===== config.mk =====
export PLATFORM = sky130hd
export DESIGN_NAME = sd_cmd_sequencer
export DESIGN_NICKNAME = d
export VERILOG_FILES = /design/src/rtl/sd_cmd_sequencer.sv
export SDC_FILE = /design/constraint.sdc
export NUM_CORES = 1
export LEC_CHECK = 0
export ABC_CLOCK_PERIOD_IN_PS = 2200
export CORE_MARGIN = 3
export CORE_UTILIZATION = 41
export DETAILED_ROUTE_END_ITERATION = 7
export PLACE_DENSITY = 0.8
export SYNTH_ARGS = -nofsm -noshare
export SYNTH_HDL_FRONTEND = slang
export SYNTH_SLANG_ARGS = --single-unit

===== constraint.sdc =====
create_clock -name sd_clk -period 2.2 [get_ports sd_clk]
set_clock_uncertainty 0.2 [all_clocks]
set_input_delay 0.33 -clock sd_clk [delete_from_list [all_inputs] [get_ports sd_clk]]
set_output_delay 0.33 -clock sd_clk [all_outputs]
set_load 0.01 [all_outputs]

===== src/rtl/sd_cmd_sequencer.sv =====
// rtl/sd_cmd_sequencer.sv - SD CMD-line command transaction sequencer
//
// Purpose: runs one SD command transaction from start to finish. It
// captures a host request, starts the command transmitter, and arms the
// response receiver. It enforces the NCR response timeout and the NCC gap
// after each transaction, then reports the response and status to the host.
//
// Optional feature macro: SD_CMD_RETRY_EN
//   defined   - a CRC error or timeout retries the command up to MAX_RETRY
//               extra times; attempts reports 0..MAX_RETRY.
//   undefined - single attempt only; attempts is tied to 0.
//
// Ports:
//   sd_clk, reset          clock, asynchronous active-low reset
//   req_*                  host request handshake: index, argument, response type
//   tx_start/tx_index/tx_arg/tx_done
//                          command transmitter control
//   receive_en/R2_response/R3_response/rx_started/rx_finished/crc_err/
//   rx_response/rx_abort   response receiver control and result
//   busy/done/status/resp_data/attempts
//                          host-side transaction result
module sd_cmd_sequencer #(
   parameter int unsigned TIMEOUT_CYCLES = 64,
   parameter int unsigned GAP_CYCLES     = 8,
   parameter int unsigned MAX_RETRY      = 2
) (
   input  logic         sd_clk,
   input  logic         reset,
   input  logic         req_valid,
   output logic         req_ready,
   input  logic [5:0]   req_index,
   input  logic [31:0]  req_arg,
   input  logic [1:0]   req_resp_type,
   output logic         tx_start,
   output logic [5:0]   tx_index,
   output logic [31:0]  tx_arg,
   input  logic         tx_done,
   output logic         receive_en,
   output logic         R2_response,
   output logic         R3_response,
   input  logic         rx_started,
   input  logic         rx_finished,
   input  logic         crc_err,
   input  logic [126:0] rx_response,
   output logic         rx_abort,
   output logic         busy,
   output logic         done,
   output logic [1:0]   status,
   output logic [126:0] resp_data,
   output logic [1:0]   attempts
);

   localparam logic [2:0] S_IDLE       = 3'd0;
   localparam logic [2:0] S_SEND       = 3'd1;
   localparam logic [2:0] S_WAIT_TX    = 3'd2;
   localparam logic [2:0] S_WAIT_START = 3'd3;
   localparam logic [2:0] S_RECEIVE    = 3'd4;
   localparam logic [2:0] S_RETRY      = 3'd5;
   localparam logic [2:0] S_DONE       = 3'd6;
   localparam logic [2:0] S_GAP        = 3'd7;

`ifdef SD_CMD_RETRY_EN
   localparam logic RETRY_EN = 1'b1;
`else
   localparam logic RETRY_EN = 1'b0;
`endif

   // The timeout counter holds (WAIT_START cycle number - 1). The last
   // allowed cycle therefore shows TIMEOUT_CYCLES-1.
   localparam logic [7:0] TMO_LAST    = 8'(TIMEOUT_CYCLES - 1);
   localparam logic [3:0] GAP_LAST    = 4'(GAP_CYCLES - 1);
   localparam logic [1:0] RETRY_LIMIT = 2'(MAX_RETRY);

   logic [2:0]   state_q, state_d;
   logic [1:0]   type_q, type_d;
   logic [5:0]   tx_index_q, tx_index_d;
   logic [31:0]  tx_arg_q, tx_arg_d;
   logic [7:0]   tmo_q, tmo_d;
   logic [3:0]   gap_q, gap_d;
   logic [1:0]   retry_q, retry_d;
   logic [1:0]   result_q, result_d;
   logic [1:0]   status_q, status_d;
   logic [126:0] resp_data_q, resp_data_d;
   logic [1:0]   attempts_q, attempts_d;
   logic         done_q, done_d;
   logic         timeout;

   assign timeout = (tmo_q >= TMO_LAST);

   always_comb begin
      state_d     = state_q;
      type_d      = type_q;
      tx_index_d  = tx_index_q;
      tx_arg_d    = tx_arg_q;
      tmo_d       = tmo_q;
      gap_d       = gap_q;
      retry_d     = retry_q;
      result_d    = result_q;
      status_d    = status_q;
      resp_data_d = resp_data_q;
      attempts_d  = attempts_q;
      done_d      = 1'b0;

      case (state_q)
         S_IDLE: begin
            if (req_valid) begin
               type_d     = req_resp_type;
               tx_index_d = req_index;
               tx_arg_d   = req_arg;
               retry_d    = 2'd0;
               state_d    = S_SEND;
            end
         end
         S_SEND: begin
            state_d = S_WAIT_TX;
         end
         S_WAIT_TX: begin
            if (tx_done) begin
               if (type_q == 2'd0) begin
                  result_d = 2'b00;
                  state_d  = S_DONE;
               end else begin
                  tmo_d   = 8'd0;
                  state_d = S_WAIT_START;
               end
            end
         end
         S_WAIT_START: begin
            tmo_d = (tmo_q == 8'hFF) ? tmo_q : tmo_q + 8'd1;
            // A start bit on the final allowed cycle still counts.
            if (rx_started) begin
               state_d = S_RECEIVE;
            end else if (timeout) begin
               result_d = 2'b10;
               state_d  = S_RETRY;
            end
         end
         S_RECEIVE: begin
            if (rx_finished) begin
               resp_data_d = rx_response;
               // R3 carries no valid CRC, so its check result is ignored.
               if (crc_err && (type_q != 2'd3)) begin
                  result_d = 2'b01;
                  state_d  = S_RETRY;
               end else begin
                  result_d = 2'b00;
                  state_d  = S_DONE;
               end
            end
         end
         S_RETRY: begin
            if (RETRY_EN && (retry_q < RETRY_LIMIT)) begin
               retry_d = retry_q + 2'd1;
               state_d = S_SEND;
            end else begin
               state_d = S_DONE;
            end
         end
         S_DONE: begin
            // done, status and attempts are registered here, so they appear
            // together one cycle later.
            done_d     = 1'b1;
            status_d   = result_q;
            attempts_d = RETRY_EN ? retry_q : 2'd0;
            gap_d      = 4'd0;
            state_d    = S_GAP;
         end
         S_GAP: begin
            if (gap_q == GAP_LAST) begin
               state_d = S_IDLE;
            end else begin
               gap_d = gap_q + 4'd1;
            end
         end
         default: begin
            state_d = S_IDLE;
         end
      endcase
   end

   always_ff @(posedge sd_clk or negedge reset) begin
      if (!reset) begin
         state_q     <= S_IDLE;
         type_q      <= 2'd0;
         tx_index_q  <= 6'd0;
         tx_arg_q    <= 32'd0;
         tmo_q       <= 8'd0;
         gap_q       <= 4'd0;
         retry_q     <= 2'd0;
         result_q    <= 2'd0;
         status_q    <= 2'd0;
         resp_data_q <= '0;
         attempts_q  <= 2'd0;
         done_q      <= 1'b0;
      end else begin
         state_q     <= state_d;
         type_q      <= type_d;
         tx_index_q  <= tx_index_d;
         tx_arg_q    <= tx_arg_d;
         tmo_q       <= tmo_d;
         gap_q       <= gap_d;
         retry_q     <= retry_d;
         result_q    <= result_d;
         status_q    <= status_d;
         resp_data_q <= resp_data_d;
         attempts_q  <= attempts_d;
         done_q      <= done_d;
      end
   end

   assign req_ready   = (state_q == S_IDLE);
   assign busy        = (state_q != S_IDLE);
   assign tx_start    = (state_q == S_SEND);
   assign receive_en  = (state_q == S_WAIT_START) || (state_q == S_RECEIVE);
   assign rx_abort    = (state_q == S_WAIT_START) && !rx_started && timeout;
   assign R2_response = busy && (type_q == 2'd2);
   assign R3_response = busy && (type_q == 2'd3);
   assign tx_index    = tx_index_q;
   assign tx_arg      = tx_arg_q;
   assign done        = done_q;
   assign status      = status_q;
   assign resp_data   = resp_data_q;
   assign attempts    = attempts_q;

endmodule


==> results of run 1 <==
## cells in the mapped netlist, types with 2 or more instances
| cell | instances | area [sq um] |
|---|---|---|
| mux2_2 | 127 | 1430 |
| o31ai_1 | 4 | 30.0 |
| dfrtp_1 | 187 | 4680 |
| a21oi_1 | 6 | 30.0 |
| o22a_1 | 2 | 17.5 |
| buf_2 | 13 | 65.1 |
| nor2b_1 | 3 | 18.8 |
| and3_1 | 4 | 25.0 |
| buf_4 | 3 | 22.5 |
| mux2_4 | 40 | 601 |
| buf_6 | 4 | 45.0 |
| a31oi_1 | 2 | 12.5 |
| buf_12 | 5 | 100 |
| nand2_1 | 20 | 75.1 |
| o22ai_1 | 2 | 12.5 |
| nand3_1 | 8 | 40.0 |
| inv_1 | 4 | 15.0 |
| ha_1 | 2 | 25.0 |
| nand2b_1 | 4 | 25.0 |
| o21ai_0 | 16 | 80.1 |
| nor2_1 | 13 | 48.8 |
## logic make-up (layout without fill, tap and decap cells)
group / Yosys count / in the layout / synth area share
multiplexers: 169 / 169 / 0.271
AND/OR/NAND/NOR: 59 / 59 / 0.0384
XOR/XNOR: 2 / 2 / 0.00232
adder cells (fa/ha/maj): 2 / 2 / 0.00331
buffers and inverters: 31 / 417 / 0.0339
flip-flops: 187 / 187 / 0.618
other: 1 / 5 / 0.000496
AO/OA/AOI/OAI: 38 / 38 / 0.0321
## through the flow
stage                     hold slack [ps]  power [mW]  std cells  worst slack [ps]
after floorplan                      -166        9.37        490               157
after global placement               35.4        13.6       1065             -18.1
after detailed placement             32.3        13.8       1065             -46.9
after CTS                             140        17.2       1098              -124
after global routing                  153        18.0       1108              -133
final                                 154        17.1       1108             -34.8
## power by group
group	switching, mW	internal, mW
clock	1.45	1.87
sequential	0.846	5.08
combinational	2.92	4.92
## critical path: cells and delay by family, from the launching register on
kind	cells	cell delay, ps
buffers and inverters	1	170
AOI/OAI and AO/OA	1	250
and+or+nand+nor	2	300
DFF	1	370
adders and majority gates	1	190
## state kept, by name, indices dropped and copies added (netlist names)
register,count
tx_index,6
gap_q,4
tmo_q,8
status,2
resp_data,127
done,1
type_q,2
state_q,3
result_q,2
tx_arg,32
## layer usage
metal,GRT usage,wire length [um],vias to the layer above
met5,0,0,-
met4,0.0818,653,0
met3,0.0613,1340,43
met2,0.370,11500,218
met1,0.250,8580,2711
li1,-,-,2478
## how the worst max path moves through the flow
stage	start	end	slack [ps]	cells past startpoint
3_3_place_gp	tmo_q[0]	rx_abort	-20	5
5_1_grt	tmo_q[1]	rx_abort	-130	5
4_1_cts	tmo_q[0]	rx_abort	-120	5
3_5_place_dp	tmo_q[0]	rx_abort	-50	5
2_1_floorplan	state_q[2]	tx_arg[0]	160	8
6_report	tmo_q[0]	rx_abort	-30	5
## final cells by class
class | count | area [sq um]
timing repair buffer | 380 | 3820
tap | 229 | 287
multi-input combinational | 272 | 2670
sequential | 187 | 4680
antenna | 3 | 7.51
fill | 1329 | 5890
clock buffer | 18 | 439
inverter | 5 | 23.8
clock inverter | 14 | 200
## timing repair
item	4_1_cts	5_1_grt
endpoints found under the hold margin	156	0
resized for setup	18	16
pin swaps	1	2
buffers inserted	0	7
setup endpoints to repair	7	5
hold buffers	1	0
==> reports/qor.txt, run 1 <==
status -> finished with violations
failing checks -> setup timing
Rows -> 49
FF+latch count, synth -> 187
Period minus WS final -> 2230 ps
Starting Density -> 0.420
Max Clock Freq -> 447 MHz
asr flop ratio synth -> 1.00
Post-synth EDFFs -> 0
kind of critical path -> flop to output pin
first drt pass iteration count -> 4
main flop type after synthesis -> dfrtp_1
Clock Sink Count -> 187
GP Congestion -> 0.883
via-per-instance ratio -> 4.92
vias in the first global route -> 5482
most frequent cells in the layout -> clkdlybuf4s50_1 (340), dfrtp_1 (187), mux2_2 (127)
final instance area -> 12100 sq um
Slew Viols, Final -> 0
synthesized area per cell -> 15.5 sq um
IR drop worst, VDD -> 0.793 mV
via count -> 5450
Initial DRC Count -> 176
global route overflow -> 0
clk_lat worst skew -> 430 ps
die area -> 20100 sq um
R2R depth -> 6
Num CTS Buffers -> 17
fraction of layout instances using a drive strength above 1 -> 0.285
Post-Synthesis Cell Area -> 7570 sq um
leading cell type in the layout, fill and taps excluded -> clkdlybuf4s50_1
Leak -> 5.14 nW
worst path cell trace -> ha_2 -> and3_4 -> nand3_4 -> a211oi_2 -> buf_2
Cells after Synth -> 489
CP startpoint kind -> flop
power per cell area -> 1410 nW/um^2
largest net degree at the start of global routing -> 61
I/O pin count -> 351
initial antenna violation count -> 3
max-cap violation count -> 0
Max Root-Sink Buffers -> 2
Total GRT Usage -> 0.213
final cycle utilization of the critical path -> 1.02
ANT nets after route -> 0
die width -> 142 um
Final TNS setup -> -34.8 ps
reg2reg end -> resp_data[108]
Clock Tree Root -> clkbuf_16
Max FO, Critical Path -> 2
Critical Path AT -> 1700 ps
Final setup violation count -> 1
number of remaining DRC errors -> 0
Setup crit end kind -> output pin
Area Growth Syn to Fin -> 60.4%
register area share after synthesis -> 0.618
R2R Path Start -> state_q[1]
die height -> 142 um
flop2flop setup slack -> 100 ps
Final Hold Viols -> 0
RSZ-0062 raised after global routing -> true
Post-Route WL -> 22100 um
first-pass GRT wire length -> 32600 um
H-Tree Depth -> 4
Clock transition at path regs -> 80 ps
Worst Hold Class -> input pin to async pin
CP max stage delay -> 370 ps
WP data required -> 1670 ps
DP HPWL -> 16500 um
yosys warns -> 0
Finished Core Util -> 0.673
Crit-path slowest cell -> dfrtp_1
post-route worst setup slack -> -34.8 ps
CTS tree -> built
DR WL/cell -> 19.9 um
Post-DP Area -> 11400 sq um
Cell variety after synth -> 41
Core Box Area -> 18000 sq um
final net count -> 1039
port bufs -> 348
Note: power is estimated with default switching activity, not from simulation.
==> inputs of run 2 (changes only) <==
--- a/config.mk
+++ b/config.mk
@@ -8,6 +8,7 @@
 export ABC_CLOCK_PERIOD_IN_PS = 2200
 export CORE_MARGIN = 3
 export CORE_UTILIZATION = 41
+export CTS_CLUSTER_SIZE = 12
 export DETAILED_ROUTE_END_ITERATION = 7
 export PLACE_DENSITY = 0.8
 export SYNTH_ARGS = -nofsm -noshare
==> results of run 2 <==
Final layout, timing and power as in run 1 (identical DEF).
==> inputs of run 3 (changes only) <==
--- a/config.mk
+++ b/config.mk
@@ -6,6 +6,7 @@
 export NUM_CORES = 1
 export LEC_CHECK = 0
 export ABC_CLOCK_PERIOD_IN_PS = 2200
+export CORE_ASPECT_RATIO = 0.7
 export CORE_MARGIN = 3
 export CORE_UTILIZATION = 41
 export CTS_CLUSTER_SIZE = 12
==> reports/qor.txt, run 3 (synthesis gave the netlist of run 1 again) <==
first drt pass iteration count -> 4 (unchanged)
Max Root-Sink Buffers -> 2 (unchanged)
fraction of layout instances using a drive strength above 1 -> 0.292 (+0.00680)
initial antenna violation count -> 2 (-1)
Starting Density -> 0.430 (+0.00972)
Critical Path AT -> 1720 ps (+20 ps)
Worst-Margin Slew -> 549 ps
Met2 Routed Length -> 10700 um (-7.0%)
final cycle utilization of the critical path -> 1.02 (+0.00544)
Core Box Area -> 17600 sq um (-2.3%)
number of remaining DRC errors -> 0 (unchanged)
max-cap violation count -> 0 (unchanged)
IR drop worst, VDD -> 0.850 mV (+7.1%)
port bufs -> 348 (unchanged)
Max FO, Critical Path -> 3 (+1)
H-Tree Depth -> 4 (unchanged)
Worst Hold Class -> input pin to async pin
DR WL/cell -> 18.9 um (-5.1%)
most frequent cells in the layout -> clkdlybuf4s50_1 (340), dfrtp_1 (185), mux2_2 (127)
worst slack, placed -> -85.1 ps (-38.2 ps)
DP HPWL -> 16100 um (-2.6%)
RSZ-0062 raised after global routing -> true
Setup crit end kind -> output pin
Clock Sink Count -> 187 (unchanged)
leading cell type in the layout, fill and taps excluded -> clkdlybuf4s50_1
Final setup violation count -> 1 (unchanged)
Top Layer Used -> met5
via-per-instance ratio -> 4.92 (about the same)
final net count -> 1046 (+0.67%)
failing checks -> setup timing
Metal-1 WL -> 8100 um (-5.5%)
Area Growth Syn to Fin -> 61.0%
Clock Tree Root -> clkbuf_16
Max Clock Freq -> 445 MHz (-0.53%)
Clock transition at path regs -> 80 ps (about the same)
CTS tree -> built
die width -> 168 um (+19%)
die height -> 120 um (-16%)
via count -> 5479 (+0.53%)
GP Congestion -> 0.889 (+0.70%)
Design Power -> 17.0 mW (-0.83%)
Period minus WS final -> 2250 ps (+12.0 ps)
Rows -> 40 (-18%)
slew margin rel. -> 0.634
Leak -> 5.19 nW (+0.95%)
global route overflow -> 0 (unchanged)
final instance count without filler cells -> 1114 (+0.54%)
die area -> 20100 sq um (+0.13%)
Final Hold Viols -> 0 (unchanged)
Num CTS Buffers -> 17 (unchanged)
clk_lat worst skew -> 410 ps (-20 ps)
Largest register FFs -> 127 (unchanged)
Total GRT Usage -> 0.208 (-0.00545)
placed cell count -> 1074 (+0.85%)
I/O pin count -> 351 (unchanged)
Post-Route WL -> 21100 um (-4.6%)
kind of critical path -> flop to output pin
power per cell area -> 1390 nW/um^2 (-1.2%)
CP startpoint kind -> flop
post-route worst setup slack -> -46.7 ps (-12.0 ps)
DR WL met3 -> 1960 um (+46%)
vias in the first global route -> 6002 (+9.5%)
status -> finished with violations
WP data required -> 1670 ps (about the same)
Initial DRC Count -> 304 (+73%)
largest net degree at the start of global routing -> 51 (-16%)
# diodes -> 0 (-3)
ANT nets after route -> 0 (unchanged)
first-pass GRT wire length -> 33200 um (+1.7%)
Slew Viols, Final -> 0 (unchanged)
==> run 3: changes by cell type in the layout (fill, tap and decap cells not counted), sizes merged <==
cell | previous run | this run
buf | 35 | 42
diode | 3 | 0
inv | 10 | 13
bufinv | 3 | 1
clkinvlp | 2 | 0
dlygate4sd2 | 1 | 3
clkdlybuf4s15 | 1 | 0
==> run 3: path summary, 6_finish.rpt <==
path                            start  depth (start not counted)  slack [ps]        endpoint
setup / recovery             tmo_q[1]                          5         -50        rx_abort
max in group asynchronous       reset                          3         940   resp_data[53]
hold reg to reg             status[0]                          2         280       status[0]
setup reg to reg           state_q[0]                          8          70      state_q[1]
min in group sd_clk         status[0]                          2         280       status[0]
hold / removal                  reset                          2         240  resp_data[125]
==> run 3: final cells by class <==
cell class	count	area [sq um]
sequential	187	4680
fill	1235	5430
multi-input combinational	272	2690
tap	231	289
inverter	5	20.0
clock inverter	13	143
timing repair buffer	387	3910
clock buffer	19	453
==> run 3: where the power goes <==
group / internal [mW] / switching [mW] / total (mW)
clock network: 1.68 / 1.39 / 3.07
registers: 5.09 / 0.930 / 6.02
logic: 4.96 / 2.91 / 7.87
==> run 3: through the flow <==
stage	util	hold WS, ps	cell area (sq um)	TNS, ps
2_1_floorplan	-	-166	7570	0
3_3_place_gp	0.652	120	11500	-82.2
3_5_place_dp	0.652	132	11500	-85.1
4_1_cts	0.689	246	12100	-143
5_1_grt	0.692	286	12200	-151
6_report	0.692	240	12200	-46.7
==> run 3: what timing repair did <==
action	CTS	global route
hold buffers	1	0
setup endpoints to repair	7	4
resized for setup	19	13
pin swaps	1	7
cloned	0	0
endpoints found under the hold margin	44	0
buffers inserted	5	2
==> run 3: critical path: stages (launching register included) <==
cell,delay [ps]
dfrtp_1,380
ha_2,200
and3_4,190
nand3_4,90
a211oi_4,270
buf_2,170
==> run 3: metal layers <==
metal	vias up	GRT usage
met4	4	0.0496
met3	27	0.0767
li1	2489	-
met2	259	0.361
met1	2700	0.246
met5	-	0
